===== config.mk =====
export PLATFORM = sky130hd
export DESIGN_NAME = bcd_seq_display
export DESIGN_NICKNAME = d
export VERILOG_FILES = /design/src/rtl/bcd_seq_display.sv
export SDC_FILE = /design/constraint.sdc
export NUM_CORES = 1
export LEC_CHECK = 0
export ABC_AREA = 1
export CAP_MARGIN = 0
export CORE_ASPECT_RATIO = 1.5
export CORE_UTILIZATION = 40
export CTS_BUF_LIST = sky130_fd_sc_hd__clkbuf_16
export DETAILED_ROUTE_END_ITERATION = 7
export GPL_ROUTABILITY_DRIVEN = 1
export HOLD_SLACK_MARGIN = 0.1
export PLACE_DENSITY = 0.61
export SLEW_MARGIN = 20
export SYNTH_ARGS = -nofsm -noshare
export SYNTH_HDL_FRONTEND = slang
export SYNTH_SLANG_ARGS = --single-unit

===== constraint.sdc =====
create_clock -name clk -period 2.6 [get_ports clk]
set_input_delay 0.52 -clock clk [delete_from_list [all_inputs] [get_ports clk]]
set_output_delay 0.52 -clock clk [all_outputs]
set_load 0.02 [all_outputs]

===== src/rtl/bcd_seq_display.sv =====
// Iterative double-dabble binary-to-BCD converter with active-low 7-segment decode.
// Start/busy/done handshake, leading-zero blanking and overflow dash display.
module bcd_seq_display #(
    parameter int N        = 10,
    parameter int DIGITS   = 4,
    parameter int BLANK_LZ = 1
) (
    input  logic                  clk,
    input  logic                  rst,
    input  logic                  start,
    input  logic [N-1:0]          bin_in,
    output logic                  busy,
    output logic                  done,
    output logic                  ovf,
    output logic [4*DIGITS-1:0]   bcd_out,
    output logic [7*DIGITS-1:0]   seg_out
);

    localparam int ID = N / 3 + 1;
    localparam int MD = (ID > DIGITS) ? ID : DIGITS;
    localparam int CW = $clog2(N + 1);

    typedef enum logic [1:0] {
        S_IDLE,
        S_SHIFT,
        S_DONE
    } state_t;

    state_t              r_state;
    state_t              w_next_state;
    logic [N-1:0]        r_bin;
    logic [4*ID-1:0]     r_bcd;
    logic [CW-1:0]       r_cnt;
    logic                r_ovf;
    logic [4*DIGITS-1:0] r_bcd_out;
    logic [7*DIGITS-1:0] r_seg_out;

    logic [4*ID-1:0]     w_adj;
    logic [4*ID+N-1:0]   w_cat;
    logic [4*MD-1:0]     w_dig;
    logic                w_last;
    logic                w_accept;
    logic                w_ovf;
    logic                w_lead;
    logic [4*DIGITS-1:0] w_bcd_o;
    logic [7*DIGITS-1:0] w_seg_o;

    function automatic logic [6:0] f_seg(input logic [3:0] d);
        logic [6:0] s;
        case (d)
            4'd0:    s = 7'b0000001;
            4'd1:    s = 7'b1001111;
            4'd2:    s = 7'b0010010;
            4'd3:    s = 7'b0000110;
            4'd4:    s = 7'b1001100;
            4'd5:    s = 7'b0100100;
            4'd6:    s = 7'b0100000;
            4'd7:    s = 7'b0001111;
            4'd8:    s = 7'b0000000;
            4'd9:    s = 7'b0000100;
            default: s = 7'b1111111;
        endcase
        return s;
    endfunction

    assign w_last   = (r_cnt == CW'(N - 1));
    assign w_accept = start && (r_state != S_SHIFT);

    always_ff @(posedge clk or posedge rst) begin
        if (rst) r_state <= S_IDLE;
        else     r_state <= w_next_state;
    end

    always_comb begin
        w_next_state = r_state;
        unique case (r_state)
            S_IDLE:  if (start) w_next_state = S_SHIFT;
            S_SHIFT: if (w_last) w_next_state = S_DONE;
            S_DONE:  w_next_state = start ? S_SHIFT : S_IDLE;
            default: w_next_state = S_IDLE;
        endcase
    end

    always_comb begin
        busy = (r_state == S_SHIFT);
        done = (r_state == S_DONE);
    end

    // Add-3 on every digit >= 5, then shift the whole {bcd,bin} pair left.
    always_comb begin
        w_adj = r_bcd;
        for (int i = 0; i < ID; i++) begin
            if (r_bcd[4*i +: 4] >= 4'd5)
                w_adj[4*i +: 4] = r_bcd[4*i +: 4] + 4'd3;
        end
        w_cat = {w_adj, r_bin} << 1;
    end

    always_comb begin
        w_dig         = '0;
        w_dig[4*ID-1:0] = w_cat[4*ID+N-1:N];
        w_ovf         = 1'b0;
        for (int i = DIGITS; i < MD; i++) begin
            if (w_dig[4*i +: 4] != 4'd0) w_ovf = 1'b1;
        end
        w_bcd_o = w_dig[4*DIGITS-1:0];
    end

    // Scan from the top digit so w_lead means "this and all higher digits are zero".
    always_comb begin
        w_seg_o = '1;
        w_lead  = 1'b1;
        for (int i = DIGITS - 1; i >= 0; i--) begin
            if (w_dig[4*i +: 4] != 4'd0) w_lead = 1'b0;
            if (w_ovf)
                w_seg_o[7*i +: 7] = 7'b1111110;
            else if ((BLANK_LZ != 0) && (i > 0) && w_lead)
                w_seg_o[7*i +: 7] = 7'b1111111;
            else
                w_seg_o[7*i +: 7] = f_seg(w_dig[4*i +: 4]);
        end
    end

    always_ff @(posedge clk or posedge rst) begin
        if (rst) begin
            r_bin <= '0;
            r_bcd <= '0;
            r_cnt <= '0;
        end else if (w_accept) begin
            r_bin <= bin_in;
            r_bcd <= '0;
            r_cnt <= '0;
        end else if (r_state == S_SHIFT) begin
            r_bin <= w_cat[N-1:0];
            r_bcd <= w_cat[4*ID+N-1:N];
            r_cnt <= r_cnt + 1'b1;
        end
    end

    always_ff @(posedge clk or posedge rst) begin
        if (rst) begin
            r_ovf     <= 1'b0;
            r_bcd_out <= '0;
            r_seg_out <= '1;
        end else if ((r_state == S_SHIFT) && w_last) begin
            r_ovf     <= w_ovf;
            r_bcd_out <= w_bcd_o;
            r_seg_out <= w_seg_o;
        end
    end

    assign ovf     = r_ovf;
    assign bcd_out = r_bcd_out;
    assign seg_out = r_seg_out;

endmodule

==> qor.csv <==
metric,value,unit
crit path cell chain,inv_1 > ha_1 > inv_1 > nand2_1 > nand2_1 > nand3_1 > nand2_1 > inv_1 > ha_1 > inv_1 > nor2_2 > nand3_2 > clkinv_2 > nor2_1 > nor2_1,
GP Congestion,0.8166,
pin count of the biggest net entering global routing,42,
share of flip-flops with an asynchronous set or reset,100.0,%
sequential area share after synthesis,46.38,%
Design Power,7.870,mW
Worst Path Arrival,2.55,ns
Power Internal,4.305,mW
area grow syn2layout,24.69,%
Synth Area per Inst,8.063,sq um
chip width,85.43,um
ranking of synthesized cells by area,"dfrtp_1, dfstp_2, nand2_1",
number of cell rows,45,
Setup TNS Final,0,ns
Starting DRT DRC Count,178,
synth warn,0,
Crit path top cell by count,inv_1,
WP data required,2.87,ns
Fillers,999,
dpl ws,0.1999,ns
top-area cell type share of the netlist area,28.76,%
htree depth,3,
final worst slack,0.3152,ns
Pwr per Cell Area,1511,nW/um^2
static leakage,2.530,nW
root buf cell,clkbuf_16,
vias in the first global route,3507,
status,finished clean,
Die Area,10860,sq um
Post-Syn Area,4177,sq um
wire length per cell,13.23,um
Clk pwr share,15.4,%
clock slew at reported path FFs,0.05,ns
Final HPWL DP,6.806,mm
vias per std cell,5.004,
setup violators final,0,
clock skew,0.007400,ns
Starting Density,41.21,%
ys flop type,dfrtp_1,
crit path time final,2.285,ns
top-level I/O count,60,
switching power,3.565,mW
final hold violation count,0,
Final Util,51.38,%
TritonRoute pass-1 iters,4,
Reg power frac,28.1,%
TritonCTS buffer count,9,
crit path max fanout,6,
CP max stage delay,0.38,ns
NumNets Final,618,
Critical Path Sink Type,flip-flop,
post-synth net total,554,
Slew HR,59.93,%
Min Hold Slack,0.4742,ns
CP bufs+invs,5,
total grt overflow,0,
die height,127.1,um
max-cap viol count,0,
switching share of power,45.29,%
via count,3523,
FMAX,0.4377,GHz
CORE AREA,10130,sq um
Max Transition Viols Final,0,
Clock Path Buffers,2,
Antenna Nets Post-Route,0,
initial antenna violation count,0,
RSZ-0062 raised after global routing,false,
Hold WC Path Type,reg2reg,
first-pass GRT wire length,16.17,mm
maximum vdd drop,0.5189,mV
Worst-Skew Late Latency,0.34,ns
kind of critical path,reg2reg,
Crit-path slowest cell,dfrtp_1,
post-synthesis cell count,518,
Overall Global Routing Usage,19.01,%
Worst Setup Start Kind,flip-flop,
layout cell share with drive strength beyond 1,15.84,%
"area leader, netlist",dfrtp_1,
critical path's top delay family,simple AND/OR/NAND/NOR gates,
worst slew pin tran,0.6004,ns
total of flip-flops plus latches after synthesis,76,
Post-synth EDFFs,0,
Comb pwr share,56.5,%
drt drc,0,
I/O Buffers,58,
hold buffer count at CTS,0,
Tcrit/Tclk final,87.88,%
library cells used by synthesis,32,
Ant. Diodes,0,
CTS tree,built,
Clock Sinks,76,
Final Routed Wirelength,9.314,mm
[synthesized netlist by cell type (3+ instances only)]
cell type	instances
o21ai_0	22
inv_1	55
or2_2	5
nand3_2	4
a21oi_1	13
buf_4	3
dfstp_2	28
nand3_1	47
nand2_4	4
nand3_4	3
nor2_1	55
o22ai_1	17
nand2_2	12
nand4_1	5
inv_2	6
clkbuf_1	9
nand2_1	142
ha_1	23
dfrtp_1	48
[state kept, by name, indices dropped and copies added, names as in the netlist]
register / flops
bcd_out: 16
r_bin: 10
r_bcd: 16
seg_out: 28
r_state: 2
r_cnt: 4
[cell families (layout without fill, tap and decap cells)]
group           count (synthesis)  after routing  share of synthesized area [%]
compound gates                 60             60                          8.209
xor+xnor                        1              1                         0.6592
fa+ha+maj                      23             23                          6.890
buf+inv                        76            145                          7.190
flops                          76             76                          46.38
other cells                     1              1                        0.08979
simple gates                  281            281                          30.59
[worst min-delay path, delay by kind of cell (launching register included)]
kind / cells / cell delay, ns
DFF: 1 / 0.37
and+or+nand+nor: 2 / 0.11
[path summary, 6_finish.rpt]
path / cells past startpoint / end / start / slack (ns)
worst min-delay path: 2 / seg_out[9] / seg_out[9] / 0.47
min in group asynchronous: 2 / bcd_out[4] / rst / 0.55
worst max register to register: 15 / seg_out[7] / r_bcd[0] / 0.32
max in group asynchronous: 3 / seg_out[18] / rst / 1.40
worst max-delay path: 15 / seg_out[7] / r_bcd[0] / 0.32
worst min register to register: 2 / seg_out[9] / seg_out[9] / 0.47
[cell usage in the layout (no fill, tap or decap), drive strengths merged, types with 9 or more instances in the layout]
cell / netlist / layout
dfrtp: 48 / 48
dfstp: 28 / 28
ha: 23 / 23
o21ai: 23 / 23
nand2: 158 / 158
nand3: 54 / 54
clkbuf: 9 / 9
nor2: 57 / 57
o22ai: 17 / 17
inv: 61 / 63
buf: 5 / 9
clkdlybuf4s50: 0 / 58
a21oi: 13 / 13
[routing by layer]
metal  wire, um  vias to the layer above  GRT usage, %
li1           -                     1779             -
met1       3992                     1660         22.42
met2       4755                       74         32.56
met3        410                       10         5.556
met4        155                        0         7.059
met5          0                        -             0
[repair_timing]
action | CTS | global route
resized for setup | 0 | 1
setup buffers | 0 | 0
endpoints found under the setup margin | 0 | 6
[power by group through the flow]
stage	clock [mW]	sequential [mW]	combinational (mW)
after global placement	0	2.20	4.41
after detailed placement	0	2.23	4.47
after floorplan	0	2.59	2.71
after global routing	1.30	2.29	5.03
after CTS	1.24	2.22	4.49
final	1.21	2.21	4.45
[cell type report]
cell class / count / area, sq um / area share, %
timing repair buffer: 67 / 660.6 / 12.69
inverter: 62 / 234.0 / 4.493
multi-input combinational: 366 / 1944 / 37.34
clock inverter: 7 / 60.06 / 1.153
sequential: 76 / 1937 / 37.19
tap: 117 / 146.4 / 2.811
clock buffer: 9 / 225.2 / 4.325
[stage by stage]
step / cells / instance area (sq um)
floorplan: 518 / 4177
global placement: 688 / 4920
detailed placement: 688 / 4920
CTS: 704 / 5205
global route: 704 / 5207
finish: 704 / 5207
(Power assumes the default switching activity.)
